## config.mk

```make
export PLATFORM = sky130hd
export DESIGN_NAME = dbus_ctrl
export DESIGN_NICKNAME = d
export VERILOG_FILES = /design/src/rtl/dbus_ctrl_pkg.sv /design/src/rtl/mem_lane_align.sv /design/src/rtl/dbus_ctrl.sv
export SDC_FILE = /design/constraint.sdc
export NUM_CORES = 1
export LEC_CHECK = 0
export BUFFER_PORTS_ARGS = -buffer_cell sky130_fd_sc_hd__clkbuf_2
export CAP_MARGIN = 20
export CORE_AREA = 2 2 160 162
export CTS_BUF_LIST = sky130_fd_sc_hd__clkbuf_4 sky130_fd_sc_hd__clkbuf_8
export CTS_CLUSTER_DIAMETER = 120
export DETAILED_ROUTE_END_ITERATION = 10
export DIE_AREA = 0 0 162 164
export PLACE_DENSITY_LB_ADDON = 0.15
export SYNTH_ARGS = -nofsm -noshare
export SYNTH_HDL_FRONTEND = slang
export SYNTH_SLANG_ARGS = --single-unit
export TNS_END_PERCENT = 1
```

## constraint.sdc

```tcl
create_clock -name clk -period 5.6 [get_ports clk]
set_input_delay 0.56 -clock clk [delete_from_list [all_inputs] [get_ports clk]]
set_output_delay 0.56 -clock clk [all_outputs]
set_load 0.01 [all_outputs]
```

## src/rtl/dbus_ctrl_pkg.sv

```systemverilog
// rtl/dbus_ctrl_pkg.sv - Bus request/response types, access sizes and FSM states for dbus_ctrl.
package dbus_ctrl_pkg;

  typedef enum logic [2:0] {
    MSIZE1 = 3'd0,
    MSIZE2 = 3'd1,
    MSIZE4 = 3'd2,
    MSIZE8 = 3'd3
  } msize_t;

  typedef logic [63:0] addr_t;
  typedef logic [63:0] word_t;
  typedef logic [7:0]  strobe_t;

  typedef struct packed {
    logic    valid;
    addr_t   addr;
    msize_t  size;
    strobe_t strobe;
    word_t   data;
  } dbus_req_t;

  typedef struct packed {
    logic  addr_ok;
    logic  data_ok;
    word_t data;
  } dbus_resp_t;

  typedef logic [1:0] dbus_ctrl_state_t;

  localparam dbus_ctrl_state_t ST_IDLE  = 2'd0;
  localparam dbus_ctrl_state_t ST_BUSY  = 2'd1;
  localparam dbus_ctrl_state_t ST_DONE  = 2'd2;
  localparam dbus_ctrl_state_t ST_DRAIN = 2'd3;

  // Address bits that must be zero for a naturally aligned access of this size.
  function automatic logic [2:0] size_low_mask(msize_t size);
    logic [2:0] mask;
    case (size)
      MSIZE1:  mask = 3'b000;
      MSIZE2:  mask = 3'b001;
      MSIZE4:  mask = 3'b011;
      default: mask = 3'b111;
    endcase
    return mask;
  endfunction

endpackage

```

## src/rtl/mem_lane_align.sv

```systemverilog
// rtl/mem_lane_align.sv - Byte-lane shaping: store strobe/shifted data, or extended load data.
module mem_lane_align
  import dbus_ctrl_pkg::*;
(
  input  msize_t      size_i,
  input  logic [2:0]  offset_i,
  input  logic        load_i,
  input  logic        unsigned_i,
  input  logic [63:0] data_i,
  output logic [7:0]  strobe_o,
  output logic [63:0] data_o
);

  logic [5:0]  shamt;
  logic [63:0] down;
  logic        sext;

  assign shamt = {offset_i, 3'b000};
  assign down  = data_i >> shamt;

  always_comb begin
    strobe_o = 8'h00;
    data_o   = 64'd0;
    sext     = 1'b0;
    if (load_i) begin
      case (size_i)
        MSIZE1: begin
          sext   = !unsigned_i && down[7];
          data_o = {{56{sext}}, down[7:0]};
        end
        MSIZE2: begin
          sext   = !unsigned_i && down[15];
          data_o = {{48{sext}}, down[15:0]};
        end
        MSIZE4: begin
          sext   = !unsigned_i && down[31];
          data_o = {{32{sext}}, down[31:0]};
        end
        default: data_o = down;
      endcase
    end else begin
      // Lanes shifted past byte 7 are dropped; the bus word is 8 bytes wide.
      data_o = data_i << shamt;
      case (size_i)
        MSIZE1:  strobe_o = 8'h01 << offset_i;
        MSIZE2:  strobe_o = 8'h03 << offset_i;
        MSIZE4:  strobe_o = 8'h0F << offset_i;
        default: strobe_o = 8'hFF;
      endcase
    end
  end

endmodule

```

## src/rtl/dbus_ctrl.sv

```systemverilog
// rtl/dbus_ctrl.sv - Memory-stage data bus sequencer; DBUS_CTRL_MISALIGN_CHECK_EN enables misalign reporting.
module dbus_ctrl
  import dbus_ctrl_pkg::*;
(
  input  logic        clk,
  input  logic        reset,
  input  logic        req_valid,
  input  logic        req_write,
  input  logic [63:0] req_addr,
  input  msize_t      req_size,
  input  logic        req_unsigned,
  input  logic [63:0] req_wdata,
  input  logic        kill,
  output dbus_req_t   dreq,
  input  dbus_resp_t  dresp,
  output logic [63:0] rdata,
  output logic        done,
  output logic        stall
`ifdef DBUS_CTRL_MISALIGN_CHECK_EN
  ,
  output logic        misalign
`endif
);

  dbus_ctrl_state_t state_q, state_d;
  logic [63:0]      addr_q, addr_d;
  logic [63:0]      wdata_q, wdata_d;
  logic [63:0]      rdata_q, rdata_d;
  msize_t           size_q, size_d;
  logic             write_q, write_d;
  logic             unsigned_q, unsigned_d;

  logic             accept;
  logic [63:0]      accept_addr;
  logic [7:0]       wr_strobe, rd_strobe;
  logic [63:0]      wr_data, rd_data;
  logic             unused_addr_ok;

  assign accept         = (state_q == ST_IDLE) && req_valid && !kill;
  assign unused_addr_ok = dresp.addr_ok;

`ifdef DBUS_CTRL_MISALIGN_CHECK_EN
  logic misalign_q, misalign_d;
  logic addr_misaligned;

  assign addr_misaligned = |(req_addr[2:0] & size_low_mask(req_size));
  assign accept_addr     = req_addr;
  assign misalign        = misalign_q && (state_q == ST_DONE);
`else
  assign accept_addr = {req_addr[63:3], req_addr[2:0] & ~size_low_mask(req_size)};
`endif

  mem_lane_align u_wr_align (
    .size_i     (size_q),
    .offset_i   (addr_q[2:0]),
    .load_i     (1'b0),
    .unsigned_i (unsigned_q),
    .data_i     (wdata_q),
    .strobe_o   (wr_strobe),
    .data_o     (wr_data)
  );

  mem_lane_align u_rd_align (
    .size_i     (size_q),
    .offset_i   (addr_q[2:0]),
    .load_i     (1'b1),
    .unsigned_i (unsigned_q),
    .data_i     (dresp.data),
    .strobe_o   (rd_strobe),
    .data_o     (rd_data)
  );

  always_comb begin
    state_d    = state_q;
    addr_d     = addr_q;
    size_d     = size_q;
    write_d    = write_q;
    unsigned_d = unsigned_q;
    wdata_d    = wdata_q;
    rdata_d    = rdata_q;
`ifdef DBUS_CTRL_MISALIGN_CHECK_EN
    misalign_d = misalign_q;
`endif
    case (state_q)
      ST_IDLE: begin
        if (accept) begin
          addr_d     = accept_addr;
          size_d     = req_size;
          write_d    = req_write;
          unsigned_d = req_unsigned;
          wdata_d    = req_wdata;
`ifdef DBUS_CTRL_MISALIGN_CHECK_EN
          misalign_d = addr_misaligned;
          if (addr_misaligned) begin
            rdata_d = 64'd0;
            state_d = ST_DONE;
          end else begin
            state_d = ST_BUSY;
          end
`else
          state_d    = ST_BUSY;
`endif
        end
      end
      ST_BUSY: begin
        // A kill never withdraws a request the bus may already have taken.
        if (dresp.data_ok) begin
          if (kill) begin
            state_d = ST_IDLE;
          end else begin
            rdata_d = rd_data;
            state_d = ST_DONE;
          end
        end else if (kill) begin
          state_d = ST_DRAIN;
        end
      end
      ST_DRAIN: begin
        if (dresp.data_ok) state_d = ST_IDLE;
      end
      default: state_d = ST_IDLE;
    endcase
  end

  always_ff @(posedge clk) begin
    if (reset) begin
      state_q    <= ST_IDLE;
      addr_q     <= 64'd0;
      size_q     <= MSIZE1;
      write_q    <= 1'b0;
      unsigned_q <= 1'b0;
      wdata_q    <= 64'd0;
      rdata_q    <= 64'd0;
`ifdef DBUS_CTRL_MISALIGN_CHECK_EN
      misalign_q <= 1'b0;
`endif
    end else begin
      state_q    <= state_d;
      addr_q     <= addr_d;
      size_q     <= size_d;
      write_q    <= write_d;
      unsigned_q <= unsigned_d;
      wdata_q    <= wdata_d;
      rdata_q    <= rdata_d;
`ifdef DBUS_CTRL_MISALIGN_CHECK_EN
      misalign_q <= misalign_d;
`endif
    end
  end

  always_comb begin
    dreq = '0;
    if (state_q == ST_BUSY || state_q == ST_DRAIN) begin
      dreq.valid  = 1'b1;
      dreq.addr   = addr_q;
      dreq.size   = size_q;
      dreq.strobe = write_q ? wr_strobe : rd_strobe;
      dreq.data   = wr_data;
    end
  end

  assign rdata = rdata_q;
  assign done  = (state_q == ST_DONE) && !kill;
  assign stall = (req_valid && (state_q != ST_DONE) && !kill) || (state_q == ST_DRAIN);

endmodule

```

==> reports/metrics.yaml, run 1 <==
sta:
  final_min_period_over_clock_period_pct: 72.9
  max_freq_ghz: 0.245
  final_period_minus_worst_setup_slack_ps: 4080
  max-slew-margin-rel_pct: 24.1
  fin_setup_tns_ps: 0
  final.hold.worst_slack_ps: 270
  grt_setup_unrepaired: "no"
  pins_over_their_slew_limit: 0
  max_slew.worst_pin.slew_ps: 1140
  clock-skew-final_ps: 28.6
  setup_viol: 0
  timing_hold_violations_final: 0
global_routing:
  met3_resource_use_gr_pct: 6.41
  grt.met2_usage_pct: 44.5
  overall_overflow_remaining_after_global_route: 0
  global_route.peak_usage_layer: "met2"
  grt_start_max_net_pins: 102
  first_pass_grt_wire_length_um: 62000
  grt_util_all_layers_pct: 29.7
  antenna_found_initial: 5
  number_of_global_route_vias_before_repair: 10900
  gr-usage-met1_pct: 42.0
clocking:
  clock_tree_from_tritoncts: "yes"
  cts.hold.buffers_added: 0
  root_buffer_cell: "clkbuf_8"
  clk-insertion-delay-late_ps: 490
  cts.repair.resized: 0
  cts_htree_levels: 4
  clk_pin_slew_ps: 150
  tritoncts_num_sinks: 199
  tritoncts.num_buffers: 17
  clockBufferDepth: 2
  post_cts_buffers: 0
flow_run:
  maxCapViolations: 0
yosys:
  post_synth_main_area_contributors: "dfxtp_1 35%, nand2_1 11%, a21oi_1 8.5%"
  synthesis.yosys.warnings: 0
  synth_seq_cells: 199
  synth.yosys.seq_area_share_pct: 34.7
  synth_top_area_share_pct: 34.7
  post_synth_instance_area_sq_mm: 0.0115
  synthesis.area_per_instance_sq_um: 7.81
  ys.flop_type: "dfxtp_1"
  post_synth_num_cell_types: 51
  fraction_of_synthesis_flops_using_an_asynchronous_set_or_reset_pin_pct: 0
  syn_nets: 1676
  synth_top_area_cell: "dfxtp_1"
  synth_cells: 1473
  post_synth_edffs: 0
finish:
  layout-drive-gt1-share_pct: 31.9
  register_area_sq_mm: 0.00399
  filler_cell_count: 2507
  final_net_count: 1985
  layoutNonFillerInstCount: 2131
  layout_common_cells: "406 x clkbuf_2, 334 x nand2_1, 195 x a21oi_1, 195 x dfxtp_1, 115 x nor2_1"
  multiInputGateArea_sq_mm: 0.00693
  mostFrequentLayoutCell: "clkbuf_2"
  area_growth_syn_to_layout_pct: 22.0
drt:
  drt_drc_violations_left: 0
  vias_per_cell: 5.59
  post_drt_wl_per_cell_um: 19.3
  ant_nets: 0
  drt_pre_antenna_iters: 5
  num_vias: 11900
  drt_first_iter_violations: 1196
  route.final.wire_length_um: 41100
worst_setup_path:
  end_kind: "output pin"
  worstSetupPathType: "flip-flop to output pin"
  cp_data_required_time_ps: 5040
  timing.critical_path.from_type: "flip-flop"
  timing.critical_path.arrival_ps: 3520
  rr_endpoint: "rdata[62]"
  flop2flop_setup_slack_ps: 1930
  crit_path_max_fanout: 45
  ff2ff_path_depth: 7
  r2r_start: "addr_q[2]"
hold_path:
  min-delay-path-class: "primary input to flip-flop"
  hold-path-endpoint: "addr_q[44]"
  timing.hold.worst_path_depth: 3
  min_from: "req_addr[44]"
die:
  num_rows: 58
  ports_placed_on_the_boundary: 409
  initial_utilization_pct: 46.3
  core_sq_mm: 0.0248
  die_width_um: 162
  die_h_um: 164
  die_area_sq_mm: 0.0266
placed_design:
  dpl.cell_count: 2092
  dp.final_hpwl_um: 29100
  gpl.final_weighted_congestion: 0.971
  io_buffer_count: 407
status:
  run_status: "completed"
power_and_ir_drop:
  power.density_cell_area_mw_per_mm2: 219
  static-leakage-power_uw: 0.00554
  vdd.ir_drop.worst_mv: 0.159
## state kept, by name (all words and copies together), names as in the netlist
| name | cells |
|---|---|
| addr_q | 64 |
| unsigned_q | 1 |
| size_q | 3 |
| wdata_q | 64 |
| write_q | 1 |
| state_q | 2 |
| rdata | 64 |
## Yosys cell counts (2+ instances only)
cell,number
mux2_2,34
and2_1,74
nor3_1,24
clkbuf_1,103
a22oi_1,22
a21oi_1,195
mux2i_1,72
dfxtp_1,199
and3_1,9
mux4_2,23
nand2_1,334
buf_6,5
a311oi_1,2
o22ai_1,16
a22o_1,8
nor3b_1,4
nand3_1,2
a21o_1,3
nand2b_1,10
o31ai_1,2
inv_1,3
buf_1,6
nor2_1,115
or3_1,2
o21ai_0,37
a211oi_2,40
a211oi_1,44
nor2b_1,38
nand4b_1,2
a31oi_1,2
or2_2,2
buf_2,22
## routing by layer
metal,vias up,share of wire [%]
met2,582,44
met3,90,8.7
met4,0,3.1
li1,5716,-
met5,-,0
met1,5531,44
## report_power, final
part           leakage, uW  internal [uW]  switching, uW
Sequential         0.00162           1470           55.8
Clock             0.000221            374            687
Combinational      0.00369            196            294
## per-stage QoR
| step | power [uW] | instance area (sq um) | setup WS (ps) | utilization (%) |
|---|---|---|---|---|
| 2_1_floorplan | 1840 | 11500 | 3100 | - |
| 3_3_place_gp | 2030 | 13500 | 1900 | 54.5 |
| 3_5_place_dp | 2040 | 13500 | 2040 | 54.6 |
| 4_1_cts | 3090 | 14000 | 1510 | 56.4 |
| 5_1_grt | 3200 | 14000 | 1330 | 56.5 |
| 6_report | 3080 | 14000 | 1520 | 56.5 |
## critical path: stages, from the launching register on
cell      delay (ps)
dfxtp_2         1010
nand2_1          590
nor3_1          1010
a22o_1           300
clkbuf_2         140
## worst max-delay path by stage
stage | startpoint | end | slack, ps | cells after the start
2_1_floorplan | addr_q[0] | dreq[56] | 3100 | 9
3_3_place_gp | addr_q[2] | rdata[62] | 1900 | 7
3_5_place_dp | addr_q[2] | dreq[32] | 2040 | 4
4_1_cts | addr_q[2] | dreq[32] | 1510 | 4
5_1_grt | addr_q[2] | dreq[32] | 1330 | 4
6_report | addr_q[2] | dreq[32] | 1520 | 4
## kinds of logic after synthesis
logic type | count (synthesis) | synth area share [%]
mux | 129 | 14.1
flops | 199 | 34.7
compound gates | 380 | 21.8
xor+xnor | 1 | 0.0762
simple gates | 623 | 24.2
buf+inv | 141 | 5.18
## cell type report
| cell class | instances | share of cell area [%] |
|---|---|---|
| Clock inverter | 15 | 1.61 |
| Sequential cell | 199 | 28.5 |
| Antenna cell | 6 | 0.107 |
| Tap cell | 330 | 2.94 |
| Multi-Input combinational cell | 1133 | 49.4 |
| Timing Repair Buffer | 427 | 15.7 |
| Inverter | 4 | 0.107 |
| Clock buffer | 17 | 1.67 |
Note: power is estimated with default switching activity, not from simulation.
==> run 2, diff against run 1 <==
- clock period: 5.6 -> 3.6 ns (I/O delays scaled with it)
==> run 2 against run 1 <==
  * Setup slack worse by 1300 ps
  * Register-to-register slack worse by 990 ps
  * Sequential share of layout area is 0.19 points lower
  * Clock power is 52% higher
  * First-iteration DRC count is 15% lower
  * Sequential power is 55% higher
  * Cell area is 0.66% higher
  * Utilization is 0.37 points higher
  * Worst hold slack worse by 210 ps
  * Critical path type unchanged
==> reports/metrics.yaml, run 2 (synthesis gave the netlist of run 1 again) <==
drt:
  route.final.wire_length_um: 41400  # +0.65%
  drt_first_iter_violations: 1021  # -15%
  drt_pre_antenna_iters: 5  # unchanged
  ant_nets: 0  # unchanged
  post_drt_wl_per_cell_um: 19.3  # +0.33%
  vias_per_cell: 5.57  # -0.40%
  num_vias: 11900  # -0.076%
  drt_drc_violations_left: 0  # unchanged
placed_design:
  io_buffer_count: 407  # unchanged
  dp.final_hpwl_um: 29500  # +1.3%
  gpl.final_weighted_congestion: 0.976  # +0.53%
  dpl_cell_area_sq_mm: 0.0137  # +0.81%
  dpl.cell_count: 2101  # +0.43%
finish:
  layoutNonFillerInstCount: 2138  # +0.33%
  area_growth_syn_to_layout_pct: 22.8
  mostFrequentLayoutCell: "clkbuf_2"
  layout-drive-gt1-share_pct: 32.3  # +0.34 points
  final_standard_cell_area_without_fillers_sq_mm: 0.0141  # +0.66%
  filler_cell_count: 2477  # -1.2%
  layout_common_cells: "406 x clkbuf_2, 334 x nand2_1, 195 x a21oi_1, 195 x dfxtp_1, 115 x nor2_1"
  final_net_count: 1994  # +0.45%
worst_setup_path:
  end_kind: "output pin"
  worstSetupPathType: "flip-flop to output pin"
  critical_path.top_delay_family: "buffers and inverters"
  critical_path.cell_chain: "buf_4 > nand2_1 > nor3_1 > buf_4 > a22o_1 > clkbuf_2"
  crit_path_max_fanout: 57  # +27%
  ff2ff_path_depth: 6  # -1
  r2r_start: "size_q[2]"
  cp_data_required_time_ps: 3240  # -1800 ps
  cp_slowest_cell: "buf_4"
  critPathBufInv: 3  # +2
  critical-path-max-stage-delay_ps: 580  # -430 ps
  rr_endpoint: "rdata[62]"
  timing.critical_path.from_type: "flip-flop"
  flop2flop_setup_slack_ps: 940  # -990 ps
  timing.critical_path.arrival_ps: 2980  # -540 ps
  path_common_cell: "buf_4"
flow_run:
  maxCapViolations: 0  # unchanged
clocking:
  post_cts_buffers: 0  # unchanged
  clockBufferDepth: 2  # unchanged
  root_buffer_cell: "clkbuf_8"
  clock_tree_from_tritoncts: "yes"
  tritoncts.num_buffers: 17  # unchanged
  tritoncts_num_sinks: 199  # unchanged
  cts.hold.buffers_added: 0  # unchanged
  clk_pin_slew_ps: 140  # about the same
  clk-insertion-delay-late_ps: 490  # about the same
  cts_htree_levels: 4  # unchanged
  cts.repair.resized: 0  # unchanged
global_routing:
  number_of_global_route_vias_before_repair: 11000  # +0.53%
  grt_util_all_layers_pct: 30.1  # +0.38 points
  grt_start_max_net_pins: 91  # -11%
  overall_overflow_remaining_after_global_route: 0  # unchanged
  antenna_found_initial: 3  # -2
  first_pass_grt_wire_length_um: 62400  # +0.62%
power_and_ir_drop:
  vdd.ir_drop.worst_mv: 0.308  # +93%
  total_power_uw: 4750  # +54%
  pwr-share-comb_pct: 16.4  # +0.5 points
  switching_power_uw: 1580  # +53%
  pwr-share-seq_pct: 49.8  # about the same
  p_int_uw: 3170  # +55%
  power.density_cell_area_mw_per_mm2: 337  # +53%
  switching_share_pct: 33.3  # -0.40 points
  clock_power_share_pct: 33.8  # -0.7 points
  static-leakage-power_uw: 0.00560  # +1.1%
sta:
  max_slew.worst_pin.slew_ps: 941  # -195 ps
  fin_setup_tns_ps: 0  # unchanged
  final_period_minus_worst_setup_slack_ps: 3340
  clock-skew-final_ps: 22.5  # -6.12 ps
  pins_over_their_slew_limit: 0  # unchanged
  final_min_period_over_clock_period_pct: 92.9
  max-slew-margin-rel_pct: 37.3  # +13 points
  timing_hold_violations_final: 0  # unchanged
  grt_setup_unrepaired: "no"
  final.hold.worst_slack_ps: 58.4  # -212 ps
  max_freq_ghz: 0.299
  setup_viol: 0  # unchanged
die:
  die_width_um: 162  # unchanged
  die_area_sq_mm: 0.0266  # unchanged
  ports_placed_on_the_boundary: 409  # unchanged
  core_sq_mm: 0.0248  # unchanged
  num_rows: 58  # unchanged
  initial_utilization_pct: 46.3  # unchanged
  die_h_um: 164  # unchanged
hold_path:
  hold-path-endpoint: "addr_q[60]"
  timing.hold.worst_path_depth: 3  # unchanged
  min-delay-path-class: "primary input to flip-flop"
  min_from: "req_addr[60]"
status:
  run_status: "completed"
run 2: per-layer routing:
layer / vias up / routed length (um) / track usage, %
met2: 534 / 18400 / 45.4
met5: - / 0 / 0
li1: 5728 / - / -
met3: 72 / 3700 / 7.65
met1: 5576 / 17800 / 41.3
met4: 0 / 1400 / 12.1
run 2: through the flow:
| stage | setup WS [ps] | util (%) |
|---|---|---|
| finish | 255 | 56.9 |
| global route | 23.9 | 56.9 |
| CTS | 257 | 56.8 |
| detailed placement | 660 | 55.0 |
| global placement | 699 | 55.0 |
| floorplan | 1300 | - |
run 2: power groups by stage:
stage / logic [uW] / clock network, uW / registers [uW]
after floorplan: 474 / 0 / 2390
after global placement: 763 / 0 / 2410
after detailed placement: 773 / 0 / 2410
after CTS: 776 / 1640 / 2360
after global routing: 858 / 1720 / 2380
final: 781 / 1610 / 2370
run 2: worst max-delay path by stage:
| stage | cells after the start | slack (ps) | endpoint | startpoint |
|---|---|---|---|---|
| 2_1_floorplan | 9 | 1300 | dreq[56] | addr_q[0] |
| 3_5_place_dp | 6 | 660 | rdata[45] | addr_q[1] |
| 3_3_place_gp | 6 | 700 | rdata[63] | addr_q[1] |
| 4_1_cts | 6 | 260 | dreq[35] | addr_q[2] |
| 5_1_grt | 6 | 20 | dreq[35] | addr_q[2] |
| 6_report | 6 | 260 | dreq[35] | addr_q[2] |
run 2: tightest hold or removal path: cells and delay by family:
kind / cells / cell delay [ps]
AOI/OAI and AO/OA: 1 / 50
buffers and inverters: 1 / 80
and+or+nand+nor: 1 / 40
run 2: layout make-up:
cell class	count	area, sq um	area share, %
multi-input cells	1133	6930	49.1
inverters	4	15.0	0.106
diodes	4	10.0	0.0709
well taps	330	413	2.92
clock buffers	17	234	1.66
flip-flops and latches	199	3990	28.3
clock inverters	15	206	1.46
repair buffers	436	2320	16.4
==> run 3, diff against run 2 <==
- CORE_AREA: 2 2 160 162 -> 10 10 168 170
- DIE_AREA: 0 0 162 164 -> 0 0 178 180
- MAX_ROUTING_LAYER: unset -> met4
==> run 3 against run 2 <==
  * Global-route usage decreased by 2.8 points
  * Setup slack improved by 290 ps
  * Count of clock-buffer cells in the layout increased by 1
  * Clock power decreased by 5%
  * Register-to-register slack about the same
  * Cell count decreased by 0.19%
  * Largest power group unchanged
==> reports/metrics.yaml, run 3 (synthesis gave the netlist of run 1 again) <==
status:
  run_status: "completed"
worst_setup_path:
  crit_path_max_fanout: 40  # -30%
  end_kind: "output pin"
  critPathBufInv: 3  # unchanged
  timing.critical_path.from_type: "flip-flop"
  cp_slowest_cell: "dfxtp_2"
  flop2flop_setup_slack_ps: 950  # about the same
  critical-path-max-stage-delay_ps: 680  # +100 ps
  timing.critical_path.arrival_ps: 2690  # -290 ps
  cp_data_required_time_ps: 3240  # about the same
  ff2ff_path_depth: 6  # unchanged
  worstSetupPathType: "flip-flop to output pin"
  critical_path.top_delay_family: "buffers and inverters"
  critical_path.cell_chain: "buf_4 > nor2b_1 > buf_4 > nand2_1 > nor2_1 > clkbuf_2"
  rr_endpoint: "rdata[62]"
  r2r_start: "addr_q[2]"
  path_common_cell: "buf_4"
finish:
  layout_common_cells: "406 x clkbuf_2, 334 x nand2_1, 195 x a21oi_1, 195 x dfxtp_1, 115 x nor2_1"
  multiInputGateArea_sq_mm: 0.00693  # unchanged
  final_standard_cell_area_without_fillers_sq_mm: 0.0141  # -0.26%
  final_net_count: 1993  # -0.050%
  register_area_sq_mm: 0.00399  # unchanged
  filler_cell_count: 2471  # -0.24%
  layoutNonFillerInstCount: 2134  # -0.19%
  area_growth_syn_to_layout_pct: 22.5
  mostFrequentLayoutCell: "clkbuf_2"
  layout-drive-gt1-share_pct: 32.2  # -0.038 points
clocking:
  tritoncts_num_sinks: 199  # unchanged
  clock_tree_from_tritoncts: "yes"
  tritoncts.num_buffers: 17  # unchanged
  clk-insertion-delay-late_ps: 480  # about the same
  cts.hold.buffers_added: 0  # unchanged
  clockBufferDepth: 2  # unchanged
  cts.repair.resized: 0  # unchanged
  root_buffer_cell: "clkbuf_8"
  clk_pin_slew_ps: 140  # about the same
  cts_htree_levels: 4  # unchanged
  post_cts_buffers: 0  # unchanged
sta:
  setup_viol: 0  # unchanged
  fin_setup_tns_ps: 0  # unchanged
  final_min_period_over_clock_period_pct: 84.8  # -8.1 points
  max_freq_ghz: 0.328  # +9.6%
  pins_over_their_slew_limit: 0  # unchanged
  grt_setup_unrepaired: "no"
  max-slew-margin-rel_pct: 43.4  # +6.1 points
  worst_slack_ps: 547  # +292 ps
  clock-skew-final_ps: 24.8  # +2.33 ps
  timing_hold_violations_final: 0  # unchanged
  max_slew.worst_pin.slew_ps: 846  # -95.6 ps
  final_period_minus_worst_setup_slack_ps: 3050  # -292 ps
global_routing:
  grt_util_all_layers_pct: 27.3  # -2.8 points
  number_of_global_route_vias_before_repair: 11300  # +2.9%
  grt_start_max_net_pins: 132  # +45%
  antenna_found_initial: 1  # -2
  overall_overflow_remaining_after_global_route: 0  # unchanged
  first_pass_grt_wire_length_um: 67000  # +7.4%
power_and_ir_drop:
  switching_share_pct: 32.8  # -0.50 points
  power.density_cell_area_mw_per_mm2: 333  # -1.2%
  clock_power_share_pct: 32.7  # -1.1 points
  p_int_uw: 3150  # -0.71%
  static-leakage-power_uw: 0.00558  # -0.25%
  pwr-share-seq_pct: 50.5  # +0.7 points
  switching_power_uw: 1540  # -2.9%
  pwr-share-comb_pct: 16.8  # +0.4 points
  vdd.ir_drop.worst_mv: 0.231  # -25%
drt:
  drt_drc_violations_left: 0  # unchanged
  ant_nets: 0  # unchanged
  num_vias: 11900  # +0.017%
  drt_first_iter_violations: 1189  # +16%
  drt_pre_antenna_iters: 6  # +1
  vias_per_cell: 5.58  # +0.20%
  post_drt_wl_per_cell_um: 21.0  # +8.5%
  route.final.wire_length_um: 44800  # +8.3%
hold_path:
  timing.hold.worst_path_depth: 3  # unchanged
  hold-path-endpoint: "addr_q[19]"
  min-delay-path-class: "primary input to flip-flop"
  min_from: "req_addr[19]"
die:
  die_width_um: 178  # +9.9%
  core_sq_mm: 0.0249  # +0.29%
  initial_utilization_pct: 46.2  # -0.14 points
  die_h_um: 180  # +9.8%
  ports_placed_on_the_boundary: 409  # unchanged
  die_area_sq_mm: 0.0320  # +21%
  num_rows: 58  # unchanged
placed_design:
  io_buffer_count: 407  # unchanged
  dp.final_hpwl_um: 32800  # +11%
  dpl.cell_count: 2100  # -0.048%
  dpl_cell_area_sq_mm: 0.0137  # about the same
  gpl.final_weighted_congestion: 0.964  # -1.3%
  dpl_worst_slack_ps: 1010  # +353 ps
flow_run:
  maxCapViolations: 0  # unchanged
==> run 3: routing by layer <==
metal | part of all wire, % | up-vias | global-route usage (%)
met5 | 0 | - | -
met4 | 2.8 | 0 | 9.01
met3 | 9.4 | 65 | 7.29
met2 | 45 | 529 | 39.9
met1 | 43 | 5599 | 35.9
li1 | - | 5719 | -
==> run 3: worst max-delay path by stage <==
stage	from	endpoint	slack, ps	cells past startpoint
floorplan	addr_q[0]	dreq[56]	1300	9
global placement	addr_q[2]	rdata[31]	1030	6
detailed placement	addr_q[2]	rdata[31]	1010	6
CTS	addr_q[1]	dreq[68]	510	6
global route	addr_q[1]	dreq[68]	340	6
finish	addr_q[2]	dreq[8]	550	6
==> run 3: power by group through the flow <==
stage               logic (uW)  clock network [uW]  registers [uW]
floorplan                  474                   0            2390
CTS                        782                1560            2360
global route               863                1660            2380
detailed placement         779                   0            2410
finish                     786                1530            2370
global placement           770                   0            2410
==> run 3: worst reg2reg max path, delay by kind of cell (launching register included) <==
family | cells | cell delay, ps
AO/OA/AOI/OAI | 3 | 560
buffers and inverters | 1 | 230
flip-flops | 1 | 680
AND/OR/NAND/NOR | 2 | 1120
==> run 3: per-stage QoR <==
stage	power, uW	hold WS [ps]	utilization (%)
2_1_floorplan	2870	432	-
6_report	4680	79.1	56.6
4_1_cts	4710	53.4	56.5
3_5_place_dp	3190	442	54.9
3_3_place_gp	3180	437	54.9
5_1_grt	4890	50.9	56.6
==> run 3: area by class of cell <==
class	count	area share (%)
Timing Repair Buffer	435	16.4
Tap cell	330	2.93
Clock buffer	18	1.71
Antenna cell	1	0.0178
Sequential cell	199	28.4
Inverter	4	0.107
Multi-Input combinational cell	1133	49.2
Clock inverter	14	1.23
